`config.mk`:
```
export PLATFORM = sky130hd
export DESIGN_NAME = adc_spi_responder
export DESIGN_NICKNAME = d
export VERILOG_FILES = /design/src/rtl/adc_spi_responder.sv
export SDC_FILE = /design/constraint.sdc
export NUM_CORES = 1
export LEC_CHECK = 0
export ABC_AREA = 1
export ABC_CLOCK_PERIOD_IN_PS = 2200
export CELL_PAD_IN_SITES_DETAIL_PLACEMENT = 1
export CELL_PAD_IN_SITES_GLOBAL_PLACEMENT = 2
export CORE_ASPECT_RATIO = 1.2
export CORE_MARGIN = 3
export CORE_UTILIZATION = 32
export CTS_CLUSTER_DIAMETER = 50
export CTS_CLUSTER_SIZE = 12
export DETAILED_ROUTE_END_ITERATION = 7
export PLACE_DENSITY = 0.83
export SYNTH_ARGS = -nofsm -noshare
export SYNTH_HDL_FRONTEND = slang
export SYNTH_SLANG_ARGS = --single-unit
```
`constraint.sdc`:
```
create_clock -name sysclk -period 2.2 [get_ports sysclk]
set_input_delay 0.22 -clock sysclk [delete_from_list [all_inputs] [get_ports sysclk]]
set_output_delay 0.22 -clock sysclk [all_outputs]
set_load 0.02 [all_outputs]
```
`src/rtl/adc_spi_responder.sv`:
```
// MCP3002-compatible SPI device model: oversamples CS/SCK/SDI in the sysclk domain
// and shifts out a snapshot of ch0/ch1 (or their clamped difference) per frame.
module adc_spi_responder #(
  parameter int   SYNC_STAGES = 2,
  parameter logic IDLE_SDO    = 1'b0
) (
  input  logic       sysclk,
  input  logic       reset,
  input  logic       adc_cs,
  input  logic       adc_sck,
  input  logic       sdata_to_adc,
  output logic       sdata_from_adc,
  output logic       sdo_en,
  input  logic [9:0] ch0_value,
  input  logic [9:0] ch1_value,
  output logic       conv_done,
  output logic       frame_error,
  output logic       last_channel,
  output logic       last_sgl
);

  localparam logic [2:0] S_IDLE       = 3'd0;
  localparam logic [2:0] S_WAIT_START = 3'd1;
  localparam logic [2:0] S_CFG        = 3'd2;
  localparam logic [2:0] S_NULL_BIT   = 3'd3;
  localparam logic [2:0] S_DATA       = 3'd4;
  localparam logic [2:0] S_TAIL       = 3'd5;
  localparam logic [2:0] S_DONE       = 3'd6;

  logic [SYNC_STAGES-1:0] r_cs_sync, r_sck_sync, r_sdi_sync;
  logic       w_cs, w_sck, w_sdi;
  logic       r_cs_prev, r_sck_prev;
  logic       r_cs_rise, r_cs_fall, r_sck_rise, r_sck_fall, r_sdi;
  logic [2:0] r_state;
  logic [1:0] r_bit_cnt;
  logic [3:0] r_idx;
  logic       r_sgl, r_odd, r_msbf;
  logic [9:0] r_result;
  logic       r_sdo, r_sdo_en, r_conv_done, r_frame_error, r_last_channel, r_last_sgl;
  logic [10:0] w_diff;
  logic [9:0]  w_snap;

  assign w_cs  = r_cs_sync[SYNC_STAGES-1];
  assign w_sck = r_sck_sync[SYNC_STAGES-1];
  assign w_sdi = r_sdi_sync[SYNC_STAGES-1];

  // Edge pulses are registered so they line up with the registered SDI sample.
  always_ff @(posedge sysclk) begin
    if (reset) begin
      r_cs_sync  <= '1;
      r_sck_sync <= '0;
      r_sdi_sync <= '0;
      r_cs_prev  <= 1'b1;
      r_sck_prev <= 1'b0;
      r_cs_rise  <= 1'b0;
      r_cs_fall  <= 1'b0;
      r_sck_rise <= 1'b0;
      r_sck_fall <= 1'b0;
      r_sdi      <= 1'b0;
    end else begin
      r_cs_sync  <= {r_cs_sync[SYNC_STAGES-2:0], adc_cs};
      r_sck_sync <= {r_sck_sync[SYNC_STAGES-2:0], adc_sck};
      r_sdi_sync <= {r_sdi_sync[SYNC_STAGES-2:0], sdata_to_adc};
      r_cs_prev  <= w_cs;
      r_sck_prev <= w_sck;
      r_cs_rise  <= w_cs & ~r_cs_prev;
      r_cs_fall  <= ~w_cs & r_cs_prev;
      r_sck_rise <= w_sck & ~r_sck_prev;
      r_sck_fall <= ~w_sck & r_sck_prev;
      r_sdi      <= w_sdi;
    end
  end

  // Pseudo-differential result: 11-bit subtraction, negative clamps to zero.
  always_comb begin
    w_diff = r_odd ? ({1'b0, ch1_value} - {1'b0, ch0_value})
                   : ({1'b0, ch0_value} - {1'b0, ch1_value});
    if (r_sgl)
      w_snap = r_odd ? ch1_value : ch0_value;
    else if (w_diff[10])
      w_snap = '0;
    else
      w_snap = w_diff[9:0];
  end

  always_ff @(posedge sysclk) begin
    if (reset) begin
      r_state        <= S_IDLE;
      r_bit_cnt      <= 2'd0;
      r_idx          <= 4'd0;
      r_sgl          <= 1'b0;
      r_odd          <= 1'b0;
      r_msbf         <= 1'b0;
      r_result       <= '0;
      r_sdo          <= IDLE_SDO;
      r_sdo_en       <= 1'b0;
      r_conv_done    <= 1'b0;
      r_frame_error  <= 1'b0;
      r_last_channel <= 1'b0;
      r_last_sgl     <= 1'b0;
    end else begin
      r_conv_done   <= 1'b0;
      r_frame_error <= 1'b0;
      if (r_cs_rise && r_state != S_IDLE) begin
        r_state  <= S_IDLE;
        r_sdo_en <= 1'b0;
        r_sdo    <= IDLE_SDO;
        if (r_state == S_DONE) begin
          r_conv_done    <= 1'b1;
          r_last_channel <= r_odd;
          r_last_sgl     <= r_sgl;
        end else if (r_state != S_WAIT_START) begin
          r_frame_error <= 1'b1;
        end
      end else if (r_cs_fall) begin
        r_state  <= S_WAIT_START;
        r_sdo_en <= 1'b0;
        r_sdo    <= IDLE_SDO;
      end else if (!r_cs_prev) begin
        case (r_state)
          S_WAIT_START: begin
            if (r_sck_rise && r_sdi) begin
              r_state   <= S_CFG;
              r_bit_cnt <= 2'd0;
            end
          end
          S_CFG: begin
            if (r_sck_rise) begin
              r_bit_cnt <= r_bit_cnt + 2'd1;
              case (r_bit_cnt)
                2'd0: r_sgl <= r_sdi;
                2'd1: r_odd <= r_sdi;
                default: begin
                  r_msbf   <= r_sdi;
                  r_result <= w_snap;
                  r_state  <= S_NULL_BIT;
                end
              endcase
            end
          end
          S_NULL_BIT: begin
            if (r_sck_fall) begin
              r_sdo    <= 1'b0;
              r_sdo_en <= 1'b1;
              r_idx    <= 4'd9;
              r_state  <= S_DATA;
            end
          end
          S_DATA: begin
            if (r_sck_fall) begin
              r_sdo <= r_result[r_idx];
              if (r_idx == 4'd0) begin
                r_idx   <= 4'd1;
                r_state <= r_msbf ? S_DONE : S_TAIL;
              end else begin
                r_idx <= r_idx - 4'd1;
              end
            end
          end
          S_TAIL: begin
            if (r_sck_fall) begin
              r_sdo <= r_result[r_idx];
              if (r_idx == 4'd9)
                r_state <= S_DONE;
              else
                r_idx <= r_idx + 4'd1;
            end
          end
          S_DONE: begin
            if (r_sck_fall)
              r_sdo <= 1'b0;
          end
          default: ;
        endcase
      end
    end
  end

  assign sdata_from_adc = r_sdo;
  assign sdo_en         = r_sdo_en;
  assign conv_done      = r_conv_done;
  assign frame_error    = r_frame_error;
  assign last_channel   = r_last_channel;
  assign last_sgl       = r_last_sgl;

endmodule

```
==> results_dict.tcl <==
set metrics [dict create \
    skew_ns 0.00481 \
    critical_path.startpoint_type "input port" \
    rsz0062_at_grt "false" \
    final_antenna_net_count 0 \
    reg2regPathDepth 8 \
    dieArea_sq_mm 0.0117 \
    final_layout_size_suffix_gt1_share_pct 12.3 \
    insertion_delay_ns 0.29 \
    r2r_setup_slack_ns 0.33 \
    postSynthAreaPerCell_sq_um 6.33 \
    place_congestion 0.828 \
    seq_area_frac_synth_pct 24.6 \
    dpl.hpwl_um 8520 \
    row_count 40 \
    dieWidth_um 99.2 \
    min-delay-path-class "register to register" \
    area_growth_pct 24.3 \
    synthArstFlopShare_pct 0 \
    worstHoldEndpoint "r_sdi" \
    yosys.area.top_type "dfxtp_1" \
    synth_flop_cell "dfxtp_1" \
    cp_data_arrival_time_ns 2.17 \
    initial_utilization_pct 33.0 \
    synth_most_common_cell "nand2_1" \
    cts_max_level 2 \
    timing.fmax_mhz 503 \
    nFillCells 1353 \
    critical_path.max_fanout 3 \
    internal_power_uw 1390 \
    fin_nets 639 \
    finalCriticalPeriod_ns 1.99 \
    drv_slew 0 \
    pwr-share-comb_pct 22.2 \
    dr.pass1.iters 4 \
    netlist_instances 527 \
    power.switching_uw 591 \
    clkSlewWorstSetupHoldPaths_ns 0.07 \
    final_util_pct 41.0 \
    drc 0 \
    peakVddDrop_uv 747 \
    synth_cell_types 40 \
    syn_nets 582 \
    num_io_pins 31 \
    r2r_start "r_bit_cnt[0]" \
    grt_pass1_wl_um 17800 \
    p_leak_uw 0.00206 \
    viasPerCell 4.91 \
    p_total_uw 1980 \
    yosys-top-cells-area "dfxtp_1, nand2_1, ha_1, inv_1, a21oi_1" \
    regArea_sq_um 821 \
    io_buffers 30 \
    synthTopCellsByCount "nand2_1, inv_1, a21oi_1" \
    r2r_end "r_state[2]" \
    fin_setup_tns_ns 0 \
    cts_sinks 41 \
    grt_max_degree 32 \
    routedWlPerCell_um 14.6 \
    hold_viol_final 0 \
    endpoint_kind "register" \
    drtIter0Drc 97 \
    timing.slew.headroom_pct 62.3 \
    fin_crit_sh_pct 90.3 \
    cts-root-buf "clkbuf_16" \
    n_antenna_cell 0 \
    power_density_mw_per_mm2 477 \
    outcome "complete, no violations" \
    wirelength_um 10300 \
    synth_warnings 0 \
    grt_pass1_vias 3752 \
    max_cap_violations 0 \
    setup_violations 0 \
    multiInputGateArea_sq_mm 0.00214 \
    ys_ff_latch 41 \
    syn_area_sq_mm 0.00334 \
    hp-start "r_sdi_sync[1]" \
    synth_top_area_share_pct 24.6 \
    holdPathStages 2 \
    cts_buffers 5 \
    critical_path_class "input port to register" \
    tightest_slew_ns 0.565 \
    core_sq_mm 0.0101 \
    num_vias 3491 \
    seq_power_share_pct 38.2 \
    grt_overflow 0 \
    clkPwrFrac_pct 39.6 \
    track_usage_pct 18.5 \
    die_h_um 118 \
    cts_buffer_depth 2 \
    swShare_pct 29.9 \
    synth_edf_count 0 \
    required_ns 2.38 \
    tritoncts "done" \
    grt_antenna_before_repair 0 \
]
## critical path, stage by stage
cell and delay (ns):
clkdlybuf4s50_1 0.42, inv_1 0.09, ha_1 0.14, inv_1 0.06, fa_2 0.38, nand3_1 0.09, nand3_1 0.09, nand2_1 0.07
nand2_1 0.08, nand2_1 0.09, nand3b_1 0.07, nand2_1 0.13, nor2_1 0.07, nor2_1 0.12, nor2_1 0.05
## routing by layer
| layer | up-vias | global-route usage (%) | wire length, um |
|---|---|---|---|
| met4 | 0 | 5.47 | 213 |
| met1 | 1646 | 20.1 | 4250 |
| li1 | 1798 | - | - |
| met3 | 12 | 2.02 | 177 |
| met2 | 35 | 36.6 | 5710 |
| met5 | - | 0 | 0 |
## state kept, by name (all words and copies together) (netlist names), 2 cells and up
name and flops:
r_bit_cnt 2, r_cs_sync 2, r_idx 4, r_result 10, r_sck_sync 2, r_sdi_sync 2, r_state 3
## power groups by stage
| stage | Combinational (uW) | Clock (uW) | Sequential, uW |
|---|---|---|---|
| after floorplan | 249 | 0 | 771 |
| after global placement | 421 | 0 | 772 |
| after detailed placement | 428 | 0 | 773 |
| after CTS | 431 | 807 | 755 |
| after global routing | 499 | 841 | 756 |
| final | 440 | 783 | 755 |
## how the worst max path moves through the flow
stage                            start     endpoint  cells after the start
after floorplan               r_idx[0]     r_idx[3]                      9
after global placement    ch0_value[0]  r_result[6]                     14
after detailed placement  ch0_value[0]  r_result[6]                     14
after CTS                 ch0_value[0]  r_result[6]                     14
after global routing      ch1_value[0]  r_result[6]                     15
final                     ch1_value[0]  r_result[6]                     15
## final cells by class
type | instances | share of cell area, %
Multi-Input combinational cell | 387 | 51.5
Sequential cell | 41 | 19.8
Timing Repair Buffer | 65 | 13.6
Inverter | 84 | 7.63
Tap cell | 126 | 3.80
Clock buffer | 5 | 3.02
Clock inverter | 3 | 0.694
## metrics by stage
stage | cell area, sq um | worst slack (ns) | cells | hold WS (ns)
4_1_cts | 4110 | 0.121 | 708 | 0.410
3_3_place_gp | 3960 | -0.150 | 700 | 0.391
6_report | 4150 | 0.212 | 711 | 0.406
2_1_floorplan | 3340 | 0.607 | 527 | 0.324
5_1_grt | 4150 | 0.00895 | 711 | 0.431
3_5_place_dp | 3960 | -0.187 | 700 | 0.401
## placed cells by master (no fill, tap or decap), types with 2 or more instances in the layout
cell,instances
nor3_1,6
inv_1,75
inv_2,5
buf_4,35
a211oi_1,2
nand2_4,3
fa_2,2
clkbuf_16,5
clkinv_1,3
xor2_1,2
o211ai_1,2
xnor2_1,5
or2_2,3
nand4_1,5
a21o_1,2
ha_1,27
dfxtp_1,41
nor2_4,3
nand2_1,129
a21oi_1,48
nand2_2,3
nor2_1,45
a31oi_1,2
nand3_2,3
nand3_1,41
o21ai_0,37
clkdlybuf4s50_1,30
nor2_2,3
inv_6,2
o21ai_1,4
## kinds of logic after synthesis
logic type | after synthesis | synth area share (%)
and+or+nand+nor | 248 | 33.4
xor gates and xnor gates | 7 | 1.84
buffers and inverters | 99 | 11.9
adders and majority gates | 30 | 11.7
DFF | 41 | 24.6
muxes | 1 | 0.300
AOI/OAI and AO/OA | 101 | 16.3
## timing repair
item / in CTS / in global routing
buffers inserted: 0 / 3
endpoints found under the setup margin: 0 / 2
gates resized for setup: 0 / 4
hold buffers: 0 / 0
Note: power is estimated with default switching activity, not from simulation.
